===== config.mk =====
export PLATFORM = sky130hd
export DESIGN_NAME = button_conditioner
export DESIGN_NICKNAME = d
export VERILOG_FILES = /design/src/rtl/button_conditioner.sv
export SDC_FILE = /design/constraint.sdc
export NUM_CORES = 1
export LEC_CHECK = 0
export ABC_AREA = 0
export CORE_MARGIN = 2
export CORE_UTILIZATION = 39
export DETAILED_ROUTE_END_ITERATION = 8
export HOLD_SLACK_MARGIN = 0.1
export PLACE_DENSITY = 0.53
export SLEW_MARGIN = 20
export SYNTH_ARGS = -nofsm -noshare
export SYNTH_HDL_FRONTEND = slang
export SYNTH_SLANG_ARGS = --single-unit

===== constraint.sdc =====
create_clock -name clk_100m -period 4.3 [get_ports clk_100m]
set_clock_uncertainty 0.15 [all_clocks]
set_input_delay 0.645 -clock clk_100m [delete_from_list [all_inputs] [get_ports clk_100m]]
set_output_delay 0.645 -clock clk_100m [all_outputs]
set_load 0.1 [all_outputs]

===== src/rtl/button_conditioner.sv =====
// button_conditioner: N-channel push-button / switch conditioner.
// Each channel passes through a 2-FF synchroniser and a polarity stage. A
// debounce FSM then turns the raw pad into a clean level plus one-cycle
// press, release and long-press strobes. Channels are fully independent.
//
// Ports:
//   clk_100m      in   1       system clock
//   rstn          in   1       asynchronous active-low reset
//   raw_in        in   NUM_CH  asynchronous pad inputs
//   level         out  NUM_CH  debounced pressed state (1 = pressed)
//   press_pulse   out  NUM_CH  1-cycle strobe on accepted press
//   release_pulse out  NUM_CH  1-cycle strobe on accepted release
//   long_pulse    out  NUM_CH  1-cycle strobe, once per press, after LONG_CYCLES held
//   long_held     out  NUM_CH  high from long_pulse until release is accepted
module button_conditioner #(
    parameter int unsigned NUM_CH          = 4,
    parameter bit          ACTIVE_LOW      = 1'b0,
    parameter int unsigned DEBOUNCE_CYCLES = 1_000_000,
    parameter int unsigned LONG_CYCLES     = 100_000_000
) (
    input  logic              clk_100m,
    input  logic              rstn,
    input  logic [NUM_CH-1:0] raw_in,
    output logic [NUM_CH-1:0] level,
    output logic [NUM_CH-1:0] press_pulse,
    output logic [NUM_CH-1:0] release_pulse,
    output logic [NUM_CH-1:0] long_pulse,
    output logic [NUM_CH-1:0] long_held
);

    localparam int unsigned DCNT_W = $clog2(DEBOUNCE_CYCLES);
    localparam int unsigned LCNT_W = $clog2(LONG_CYCLES);
    localparam logic [DCNT_W-1:0] DCNT_LAST = DCNT_W'(DEBOUNCE_CYCLES - 1);
    localparam logic [LCNT_W-1:0] LCNT_LAST = LCNT_W'(LONG_CYCLES - 1);

    typedef enum logic [1:0] {
        ST_RELEASED  = 2'd0,
        ST_CHK_PRESS = 2'd1,
        ST_PRESSED   = 2'd2,
        ST_CHK_REL   = 2'd3
    } state_e;

    logic [NUM_CH-1:0] sync1_q, sync1_d;
    logic [NUM_CH-1:0] sync2_q, sync2_d;
    logic [NUM_CH-1:0] s_q, s_d;

    // Synchroniser chain followed by a polarity-normalising stage (1 = pressed).
    always_comb begin
        sync1_d = raw_in;
        sync2_d = sync1_q;
        s_d     = sync2_q ^ {NUM_CH{ACTIVE_LOW}};
    end

    always_ff @(posedge clk_100m or negedge rstn) begin
        if (!rstn) begin
            sync1_q <= '0;
            sync2_q <= '0;
            s_q     <= '0;
        end else begin
            sync1_q <= sync1_d;
            sync2_q <= sync2_d;
            s_q     <= s_d;
        end
    end

    for (genvar ch = 0; ch < NUM_CH; ch++) begin : g_ch
        state_e            state_q, state_d;
        logic [DCNT_W-1:0] dcnt_q, dcnt_d;
        logic [LCNT_W-1:0] lcnt_q, lcnt_d;
        logic [LCNT_W-1:0] lcnt_inc;
        logic              long_hit;
        logic              s;
        logic              level_q, level_d;
        logic              press_q, press_d;
        logic              release_q, release_d;
        logic              long_q, long_d;
        logic              held_q, held_d;

        assign s = s_q[ch];

        // Saturating hold counter; long_hit marks the single step onto the last value.
        assign lcnt_inc = (lcnt_q == LCNT_LAST) ? lcnt_q : lcnt_q + LCNT_W'(1);
        assign long_hit = (lcnt_q != LCNT_LAST) && (lcnt_inc == LCNT_LAST);

        always_ff @(posedge clk_100m or negedge rstn) begin
            if (!rstn) begin
                state_q   <= ST_RELEASED;
                dcnt_q    <= '0;
                lcnt_q    <= '0;
                level_q   <= 1'b0;
                press_q   <= 1'b0;
                release_q <= 1'b0;
                long_q    <= 1'b0;
                held_q    <= 1'b0;
            end else begin
                state_q   <= state_d;
                dcnt_q    <= dcnt_d;
                lcnt_q    <= lcnt_d;
                level_q   <= level_d;
                press_q   <= press_d;
                release_q <= release_d;
                long_q    <= long_d;
                held_q    <= held_d;
            end
        end

        // Debounce FSM; the hold counter keeps running through release glitches.
        always_comb begin
            state_d   = state_q;
            dcnt_d    = dcnt_q;
            lcnt_d    = lcnt_q;
            level_d   = level_q;
            press_d   = 1'b0;
            release_d = 1'b0;
            long_d    = 1'b0;
            held_d    = held_q;

            case (state_q)
                ST_RELEASED: begin
                    if (s) begin
                        state_d = ST_CHK_PRESS;
                        dcnt_d  = '0;
                    end
                end

                ST_CHK_PRESS: begin
                    if (!s) begin
                        state_d = ST_RELEASED;
                    end else if (dcnt_q == DCNT_LAST) begin
                        state_d = ST_PRESSED;
                        level_d = 1'b1;
                        press_d = 1'b1;
                        lcnt_d  = '0;
                    end else begin
                        dcnt_d = dcnt_q + DCNT_W'(1);
                    end
                end

                ST_PRESSED: begin
                    lcnt_d = lcnt_inc;
                    if (long_hit) begin
                        long_d = 1'b1;
                        held_d = 1'b1;
                    end
                    if (!s) begin
                        state_d = ST_CHK_REL;
                        dcnt_d  = '0;
                    end
                end

                ST_CHK_REL: begin
                    if (!s && (dcnt_q == DCNT_LAST)) begin
                        // Release wins over a coincident long strobe.
                        state_d   = ST_RELEASED;
                        level_d   = 1'b0;
                        release_d = 1'b1;
                        held_d    = 1'b0;
                    end else begin
                        lcnt_d = lcnt_inc;
                        if (long_hit) begin
                            long_d = 1'b1;
                            held_d = 1'b1;
                        end
                        if (s) begin
                            state_d = ST_PRESSED;
                        end else begin
                            dcnt_d = dcnt_q + DCNT_W'(1);
                        end
                    end
                end

                default: begin
                    state_d = ST_RELEASED;
                end
            endcase
        end

        assign level[ch]         = level_q;
        assign press_pulse[ch]   = press_q;
        assign release_pulse[ch] = release_q;
        assign long_pulse[ch]    = long_q;
        assign long_held[ch]     = held_q;
    end

endmodule


==> results.ini <==
[final_layout]
antenna_cells = 0
n_fill_cell = 3279
seq_area_um2 = 5710
multiInputGateArea_um2 = 6850
mostFrequentLayoutCells = dfrtp_1 (228), nor2_1 (173), o21ai_0 (167)
fin_nets = 1520
final_common_cell = dfrtp_1
final_layout_size_suffix_gt1_frac = 0.0596
postLayoutCellArea_um2 = 14600
area_growth_pct = 10.9

[logic_synthesis]
ys_seq_elements = 228
synth_nets = 1553
synth-xor-area-share = 0.0637
yosys.area_share.simple = 0.275
synth_compound_area_frac = 0.165
synth_top_family_by_area = simple AND/OR/NAND/NOR gates
ys_seq_area_frac = 0.432
syn_inst = 1539
synth_edf_count = 0
syn-mean-instance-area_um2 = 8.57
yosysUniqueCellTypes = 69
synthAdderAreaFrac = 0.00759
async_flop_share = 1.00
synth_ff_type = dfrtp_1
ys.warnings.count = 0
synth_mux_area_frac = 0.00645
syn_area_um2 = 13200

[drt]
drcViolationCount = 0
wire_per_inst_um = 15.9
ant_nets = 0
drt-pass1-iter-count = 5
routed_via_density = 5.65
via_count = 11200
drt_wl_total_mm = 31.3
drt_iter0_markers = 677

[clocking]
cts_tree = done
clock_latency_ns = 0.55
root_buffer = clkbuf_16
cts_sinks = 228
clockBufferDepth = 3
cts_buffers = 27
cts_setup_buffers = 0
cts.htree.levels = 1
clkTransAtPathRegs_ns = 0.07

[critical_path]
critPathRequiredTime_ns = 4.64
r2r_cells = 7
path_max_fanout = 25
worstSetupStartpointType = flip-flop
critPathKind = reg2reg
ff2ff_setup_slack_ns = 1.18
arrival_ns = 3.46
regToRegStartpoint = g_ch[1].dcnt_q[7]
end_kind = flip-flop
r2r-end = g_ch[1].lcnt_q[1]

[power_and_ir_drop]
power.density_nw_per_um2 = 326
power_uw = 4780
swShare = 0.221
leakagePower_uw = 0.00591
peakVddDrop_mv = 0.291
combPwrFrac = 0.022
p_int_uw = 3720
sequentialPowerShare = 0.459
power_switching_uw = 1050
clock_power_share = 0.519

[sta]
fin_crit_ns = 3.12
drv_slew = 0
finalCritPeriodShare = 0.726
setup_slack_ns = 1.18
grt_setup_unrepaired = no
worstMarginPinSlew_ns = 0.987
setup-tns-final_ns = 0
slew_headroom = 0.340
max_freq_mhz = 320
setup_viol = 0
finalHoldWorstSlack_ns = 0.195
timing.final.hold_violations = 0

[worst_hold_path]
hold_class = reg2reg
holdPathEnd = s_q[2]
hp-start = s_d[2]
worstHoldPathCells = 0

[global_routing]
grt-ovfl-total = 0
grt_pass1_vias = 10700
antenna_found_initial = 0
grt_first_pass_wirelength_mm = 54.7
grt.total_usage = 0.182
grt_max_degree = 126

[die]
die_h_um = 188
pin_count = 26
die_area_um2 = 35300
die_w_um = 188
coreArea_um2 = 33400
rows = 67
initial_core_util = 0.395

[place]
portBuffers = 25
place_area_um2 = 13700
place.gp.congestion = 0.893
dp_slack_ns = 1.16
hpwl_mm = 21.0

[run_status]
status = finished, final reports clean

[job]
cap_violations = 0

logic make-up (layout without fill, tap and decap cells):
group,after synthesis,after routing
and+or+nand+nor,692,692
AOI/OAI and AO/OA,363,363
DFF,228,228
buffers and inverters,144,131
xor gates and xnor gates,96,96
adders and majority gates,8,8
muxes,8,8
cell type report:
type,count,share of cell area
clock buffers,32,0.0502
clock inverters,17,0.0160
flip-flops and latches,228,0.390
inverters,38,0.00974
repair buffers,44,0.0282
multi-input cells,1167,0.468
well taps,448,0.0383
metal layers:
layer	vias up	track usage	wire, um	part of all wire
met1	5383	0.265	15700	0.50
li1	5540	-	-	-
met5	-	0	0	0
met2	193	0.281	13700	0.44
met3	46	0.0281	1230	0.039
met4	0	0.0466	694	0.022
worst max-delay path, cell delays in order (launching register included):
cell and delay (ns):
dfrtp_1 0.40, or4b_1 0.56, or3_4 0.42, nor4b_4 0.44, a21o_1 0.65, inv_1 0.20
nand2_1 0.11, a22o_1 0.12
sequential cells by signal (all words and copies together) (netlist names):
name	cells
g_ch.dcnt_q	80
g_ch.long_q	4
g_ch.level_q	4
g_ch.release_q	4
s_d	4
sync1_q	4
g_ch.lcnt_q	108
g_ch.state_q	8
g_ch.press_q	4
g_ch.held_q	4
s_q	4
what timing repair did:
action | in CTS | in global routing
gates resized for setup | 0 | 0
endpoints found under the hold margin | 40 | 0
hold buffers | 1 | 0
Yosys cell counts, types with 12 or more instances:
cell type  count  share of area
and4_1        17          0.011
clkbuf_1      65          0.018
or3_1         14         0.0066
nor4b_1       12         0.0080
nor3_1        37          0.014
buf_4         20          0.011
and3_1        44          0.021
o21ai_0      168          0.064
a31oi_1       32          0.015
inv_1         38          0.011
nand2_1      142          0.040
and2_1        13         0.0062
nor4_1        28          0.013
a22o_1        14         0.0093
xnor2_1       42          0.028
a21oi_1       58          0.022
nor2_1       176          0.050
nand3_1       79          0.030
a21o_1        12         0.0068
xor2_1        54          0.036
o41ai_1       16          0.011
o31ai_1       27          0.015
nand4_1       65          0.031
dfrtp_1      228           0.43
worst max path at each step:
stage | start | end | slack (ns) | depth (start not counted)
after floorplan | g_ch[1].dcnt_q[7] | g_ch[1].lcnt_q[5] | 1.67 | 9
after global placement | g_ch[1].dcnt_q[7] | g_ch[1].lcnt_q[8] | 1.22 | 6
after detailed placement | g_ch[1].dcnt_q[7] | g_ch[1].lcnt_q[1] | 1.16 | 7
after CTS | g_ch[1].dcnt_q[7] | g_ch[1].lcnt_q[8] | 1.16 | 6
after global routing | g_ch[1].dcnt_q[1] | g_ch[1].lcnt_q[1] | 0.88 | 8
final | g_ch[1].dcnt_q[7] | g_ch[1].lcnt_q[1] | 1.18 | 7
stage by stage:
| step | utilization | cells |
|---|---|---|
| after floorplan | - | 1539 |
| after global placement | 0.408 | 1924 |
| after detailed placement | 0.408 | 1924 |
| after CTS | 0.437 | 1974 |
| after global routing | 0.438 | 1974 |
| final | 0.438 | 1974 |
power by group through the flow:
stage	clock (uW)	combinational, uW	sequential [uW]
detailed placement	0	113	2230
CTS	2560	114	2190
finish	2480	107	2190
floorplan	0	47.1	2220
global placement	0	112	2230
global route	2640	128	2190
Note: power is estimated with default switching activity, not from simulation.
